==> config.mk <==
export PLATFORM = sky130hd
export DESIGN_NAME = tap_shift_buffer_flat
export DESIGN_NICKNAME = d
export VERILOG_FILES = /design/src/rtl/tap_shift_buffer_if.sv /design/src/rtl/tap_shift_buffer.sv /design/src/flat_wrapper.sv
export SDC_FILE = /design/constraint.sdc
export NUM_CORES = 1
export LEC_CHECK = 0
export BUFFER_PORTS_ARGS = -buffer_cell sky130_fd_sc_hd__buf_2
export CAP_MARGIN = 20
export CORE_MARGIN = 2
export CORE_UTILIZATION = 41
export CTS_CLUSTER_SIZE = 24
export DETAILED_ROUTE_END_ITERATION = 12
export PLACE_DENSITY_LB_ADDON = 0.2
export RECOVER_POWER = 50
export SYNTH_ARGS = -nofsm -noshare
export SYNTH_HDL_FRONTEND = slang
export SYNTH_SLANG_ARGS = --single-unit
==> constraint.sdc <==
create_clock -name clock -period 5.91 [get_ports clock]
set_clock_uncertainty 0.1 [all_clocks]
set_input_delay 1.773 -clock clock [delete_from_list [all_inputs] [get_ports clock]]
set_output_delay 1.773 -clock clock [all_outputs]
set_load 0.01 [all_outputs]
==> src/rtl/tap_shift_buffer_if.sv <==
// tap_shift_buffer_if: sample-in / tap-out handshake bundle for tap_shift_buffer.
//   in_data/in_valid/in_ready       : upstream sample strobe (memory16bit q/done)
//   tap_data/tap_idx/tap_valid/
//   tap_ready/tap_last              : delay-line word stream toward the MAC
// Modports: master = the buffer itself, slave = the surrounding logic
// (sample source and MAC).
interface tap_shift_buffer_if #(
  parameter int unsigned WIDTH = 16,
  parameter int unsigned TAPS  = 8
);
  localparam int unsigned IDX_W = $clog2(TAPS);

  logic [WIDTH-1:0] in_data;
  logic             in_valid;
  logic             in_ready;
  logic [WIDTH-1:0] tap_data;
  logic [IDX_W-1:0] tap_idx;
  logic             tap_valid;
  logic             tap_ready;
  logic             tap_last;

  modport master (
    input  in_data, in_valid, tap_ready,
    output in_ready, tap_data, tap_idx, tap_valid, tap_last
  );

  modport slave (
    output in_data, in_valid, tap_ready,
    input  in_ready, tap_data, tap_idx, tap_valid, tap_last
  );
endinterface

==> src/rtl/tap_shift_buffer.sv <==
// tap_shift_buffer: TAPS-deep delay line. Each accepted sample is shifted in
// at tap 0, then every word (newest first) is streamed out once to the MAC.
// Ports:
//   clock, reset : single clock, synchronous active-high reset
//   bus          : tap_shift_buffer_if.master (sample in, tap stream out)
//   overrun      : only with TAP_SHIFT_OVERRUN_EN; sticky flag for samples
//                  that arrived while a stream was in progress
// Optional feature macro: TAP_SHIFT_OVERRUN_EN.
module tap_shift_buffer #(
  parameter int unsigned WIDTH = 16,
  parameter int unsigned TAPS  = 8
) (
  input  logic                clock,
  input  logic                reset,
  tap_shift_buffer_if.master  bus
`ifdef TAP_SHIFT_OVERRUN_EN
  ,
  output logic                overrun
`endif
);
  localparam int unsigned     IDX_W    = $clog2(TAPS);
  localparam logic [IDX_W-1:0] LAST_IDX = IDX_W'(TAPS - 1);

  typedef enum logic {IDLE, STREAM} state_t;

  state_t           state, state_nxt;
  logic [WIDTH-1:0] taps [TAPS];
  logic [IDX_W-1:0] idx, idx_nxt, idx_inc;
  logic             shift_en;

  logic             in_ready_q,  in_ready_nxt;
  logic             tap_valid_q, tap_valid_nxt;
  logic             tap_last_q,  tap_last_nxt;
  logic [WIDTH-1:0] tap_data_q,  tap_data_nxt;

  assign idx_inc = idx + IDX_W'(1);

  // State, index and registered outputs
  always_ff @(posedge clock) begin
    if (reset) begin
      state       <= IDLE;
      idx         <= '0;
      in_ready_q  <= 1'b1;
      tap_valid_q <= 1'b0;
      tap_last_q  <= 1'b0;
      tap_data_q  <= '0;
    end else begin
      state       <= state_nxt;
      idx         <= idx_nxt;
      in_ready_q  <= in_ready_nxt;
      tap_valid_q <= tap_valid_nxt;
      tap_last_q  <= tap_last_nxt;
      tap_data_q  <= tap_data_nxt;
    end
  end

  // Delay line: shifts only when a sample is accepted
  always_ff @(posedge clock) begin
    if (reset) begin
      for (int k = 0; k < int'(TAPS); k++) taps[k] <= '0;
    end else if (shift_en) begin
      taps[0] <= bus.in_data;
      for (int k = 1; k < int'(TAPS); k++) taps[k] <= taps[k-1];
    end
  end

  // Next state and next output values; tap_data is preloaded with the word
  // that idx will point at after the edge, so outputs come straight from flops.
  always_comb begin
    state_nxt     = state;
    idx_nxt       = idx;
    shift_en      = 1'b0;
    in_ready_nxt  = in_ready_q;
    tap_valid_nxt = tap_valid_q;
    tap_last_nxt  = tap_last_q;
    tap_data_nxt  = tap_data_q;
    case (state)
      IDLE: begin
        in_ready_nxt  = 1'b1;
        tap_valid_nxt = 1'b0;
        tap_last_nxt  = 1'b0;
        tap_data_nxt  = '0;
        idx_nxt       = '0;
        if (bus.in_valid) begin
          shift_en      = 1'b1;
          state_nxt     = STREAM;
          in_ready_nxt  = 1'b0;
          tap_valid_nxt = 1'b1;
          tap_data_nxt  = bus.in_data;
        end
      end
      STREAM: begin
        if (bus.tap_ready) begin
          if (idx == LAST_IDX) begin
            state_nxt     = IDLE;
            idx_nxt       = '0;
            in_ready_nxt  = 1'b1;
            tap_valid_nxt = 1'b0;
            tap_last_nxt  = 1'b0;
            tap_data_nxt  = '0;
          end else begin
            idx_nxt      = idx_inc;
            tap_data_nxt = taps[idx_inc];
            tap_last_nxt = (idx_inc == LAST_IDX);
          end
        end
      end
      default: state_nxt = IDLE;
    endcase
  end

  assign bus.in_ready  = in_ready_q;
  assign bus.tap_valid = tap_valid_q;
  assign bus.tap_last  = tap_last_q;
  assign bus.tap_data  = tap_data_q;
  assign bus.tap_idx   = idx;

`ifdef TAP_SHIFT_OVERRUN_EN
  // Sticky flag: a sample arrived while the delay line was busy streaming
  always_ff @(posedge clock) begin
    if (reset) overrun <= 1'b0;
    else if (state == STREAM && bus.in_valid) overrun <= 1'b1;
  end
`endif
endmodule

==> src/flat_wrapper.sv <==
// flat-port wrapper written by rule: the top's interface ports become plain ports
module tap_shift_buffer_flat 
#(
  parameter int unsigned WIDTH = 16,
  parameter int unsigned TAPS  = 8
)
  (clock, reset, bus_in_data, bus_in_valid, bus_tap_ready, bus_in_ready, bus_tap_data, bus_tap_idx, bus_tap_valid, bus_tap_last);
  tap_shift_buffer_if #(.WIDTH(WIDTH), .TAPS(TAPS)) bus_i ();
  input  logic clock;
  input  logic reset;
  input wire logic [$bits(bus_i.in_data)-1:0] bus_in_data;
  input wire logic [$bits(bus_i.in_valid)-1:0] bus_in_valid;
  input wire logic [$bits(bus_i.tap_ready)-1:0] bus_tap_ready;
  output wire logic [$bits(bus_i.in_ready)-1:0] bus_in_ready;
  output wire logic [$bits(bus_i.tap_data)-1:0] bus_tap_data;
  output wire logic [$bits(bus_i.tap_idx)-1:0] bus_tap_idx;
  output wire logic [$bits(bus_i.tap_valid)-1:0] bus_tap_valid;
  output wire logic [$bits(bus_i.tap_last)-1:0] bus_tap_last;
  assign bus_i.in_data = bus_in_data;
  assign bus_i.in_valid = bus_in_valid;
  assign bus_i.tap_ready = bus_tap_ready;
  assign bus_in_ready = bus_i.in_ready;
  assign bus_tap_data = bus_i.tap_data;
  assign bus_tap_idx = bus_i.tap_idx;
  assign bus_tap_valid = bus_i.tap_valid;
  assign bus_tap_last = bus_i.tap_last;
  tap_shift_buffer #(.WIDTH(WIDTH), .TAPS(TAPS)) u_core (.clock(clock), .reset(reset), .bus(bus_i));
endmodule
==> run metrics <==
final period utilization=71.5%; Slew Limit Fails=17; pin count of the biggest net entering global routing=75; number of DRC markers in iteration 0=497; Antenna Cells=0; minimum clock period=4.23 ns; Die Wd=134 um; Ys Warns=0; Post-synth ARST share=0%; Max FO, Critical Path=23; Clock Path Buffers=2; Min-Delay Path Depth=2; Synth Flop Type=edfxtp_1; Leak Pwr=around 0.0027 uW; Tightest Hold Check Type=flop to flop; die height=134 um; Post-synth EDFFs=between 100 and 150; IR drop worst, VDD=0.197 mV; mean area per synthesized cell=13.6 um^2; grt ovf=0; clock-pin slew on the worst setup and hold paths=0.06 ns; Routed Antenna Nets=0; Fin. Hold Viols=0; placed wire-length estimate=7.89 mm; CTS tree=done; Critical Path End Type=flop; DRC=0; Initial Util=41.8%; Post-Syn Nets=529; Via-to-Cell Ratio=5.32; Finished Core Util=between 40% and 50%; Least-Margin Pin Slew=1.66 ns; worst reg2reg path depth=5; routed len/inst=slightly below 20 um; share of layout cells above drive strength 1=11.5%; setup bufs post-CTS=0; fmax=0.237 GHz; vias in the first global route=4139; kind of critical path=primary input to flop; pre-CTS setup slack=1.84 ns; synthesized flop and latch total=around 150; Worst R2R Start=u_core.bus.tap_idx[0]; cell count after synthesis=506; failing checks=max-capacitance violations, max-slew violations; endpoints failing setup=0; cell total after placement=734; DIE AREA=17800 um^2; H-tree depth=4; CTS Hold Buffers Added=0; Core ar.=16500 um^2; initial antenna violation count=0; Synth cell types=28; slack of the critical path=1.68 ns; clock net sink count=about 150; CP Launch Type=primary input; Min Hold Slack=0.381 ns; worst reg-to-reg setup slack=3.15 ns; root buffer cell=clkbuf_16; final wirelength=approximately 15 mm; first-pass GRT wire length=roughly 23 mm; Seq/Total Area, Yosys=around 63%; Area Growth Syn to Fin=12.3%; Clock Latency Late Sink=0.44 ns; status=finished, violations left; Mapped Area=between 6000 and 7000 um^2; Fill cells=about 1.5k; number of non-filler instances in the completed layout=768; reg-to-reg endpoint=u_core.bus.tap_data[8]; crit path DAT=4.49 ns; setup TNS=0 ns; Max Cap Viol=1; Slew headroom=-11.0%; min-delay src=u_core.bus.in_ready; Layout Nets=between 500 and 600; I/O Pins=between 40 and 50; gr usage total=17.3%; WHS Endpoint=u_core.bus.in_ready; pwr/cell area=~320 nW/um^2; Required @ worst endpoint=6.18 ns; drt first pass iters=5; FP Rows=47; via count=4088; GP Congestion=between 0.7 and 0.8; PortBufs=41; CTS Buf Count=17; crit path launch=bus_tap_ready; post-CTS sizing=0; RSZ-0062 raised after global routing=no
## cells in the final DEF, fill, tap and decap left out, drive strengths merged
master    count
nor2          7
nand4b        1
ha            3
a31o         16
bufinv        1
nand3b       32
inv           2
edfxtp      128
buf          24
a22oi        32
dfxtp        23
clkinv       10
o21a          1
clkinvlp      2
and2         97
nor2b        34
a21oi        18
mux2          1
o21ai         1
a21bo         1
clkbuf       43
mux2i        66
nand2b        5
## final cells by class
cell class                 count  area, um^2  share of cell area [%]
inverter                       2        7.51                  0.0972
tap                          220         275                    3.56
clock buffer                  19         433                    5.60
clock inverter                13        88.8                    1.15
multi-input combinational    315        2350                    30.4
timing repair buffer          48         273                    3.53
sequential                   151        4300                    55.7
## logic make-up (layout without fill, tap and decap cells)
logic type / after synthesis / count (layout) / synth area share [%]
compound gates: 69 / 69 / 7.17
fa+ha+maj: 3 / 3 / 0.546
buf+inv: 40 / 82 / 3.27
flops: 151 / 151 / 62.6
mux: 67 / 67 / 9.77
simple gates: 176 / 176 / 16.7
## report_power, final
group	switching [uW]	internal, uW
Combinational	111	73.3
Sequential	36.5	1240
Clock	422	566
## sequential cells by signal (all words and copies together) (netlist names)
register,cells
u_core.taps,128
u_core.bus.tap_data,16
u_core.bus.tap_idx,3
u_core.bus.in_ready,1
u_core.bus.tap_last,1
u_core.bus.tap_valid,1
u_core.state,1
## metal layers
metal / track usage [%] / routed length, um / vias up
met5: 0 / 0 / -
met4: 5.97 / 107 / 0
met3: 4.87 / 808 / 9
met2: 25.6 / 6770 / 90
met1: 24.4 / 7060 / 2079
li1: - / - / 1910
## synth_stat cells, types with 2 or more instances
master / instances / area [um^2]
edfxtp_1: 128 / 3840
buf_2: 4 / 20.0
nor2_1: 5 / 18.8
and2_1: 97 / 607
buf_6: 5 / 56.3
nor2_4: 2 / 22.5
buf_4: 7 / 52.6
a31o_1: 9 / 78.8
a31o_2: 7 / 61.3
ha_1: 3 / 37.5
dfxtp_1: 23 / 460
clkbuf_2: 5 / 25.0
a21oi_1: 18 / 90.1
clkbuf_1: 15 / 56.3
a22oi_1: 32 / 240
mux2i_1: 66 / 661
nand2b_1: 4 / 25.0
nor2b_1: 34 / 213
nand3b_1: 32 / 240
buf_1: 2 / 7.51
## per-stage QoR
stage / area (um^2) / total power, uW
final: 7730 / 2450
after global placement: 7210 / 1480
after floorplan: 6880 / 1430
after CTS: 7730 / 2470
after global routing: 7730 / 2550
after detailed placement: 7210 / 1490
## worst max-delay path by stage
stage,endpoint,slack [ns],depth (start not counted)
finish,u_core.bus.tap_data[8],1.68,4
detailed placement,u_core.taps[1][2],1.84,5
global route,u_core.taps[4][13],1.46,6
floorplan,u_core.taps[0][0],1.44,3
CTS,u_core.taps[1][2],2.29,5
global placement,u_core.taps[4][13],1.92,5
## worst max-delay path: stages
cell and delay, ns:
clkbuf_1 0.94, nand2b_1 0.16, nor2_1 1.29, a31o_2 0.31
No activity file was read; power rests on OpenSTA's default activity.
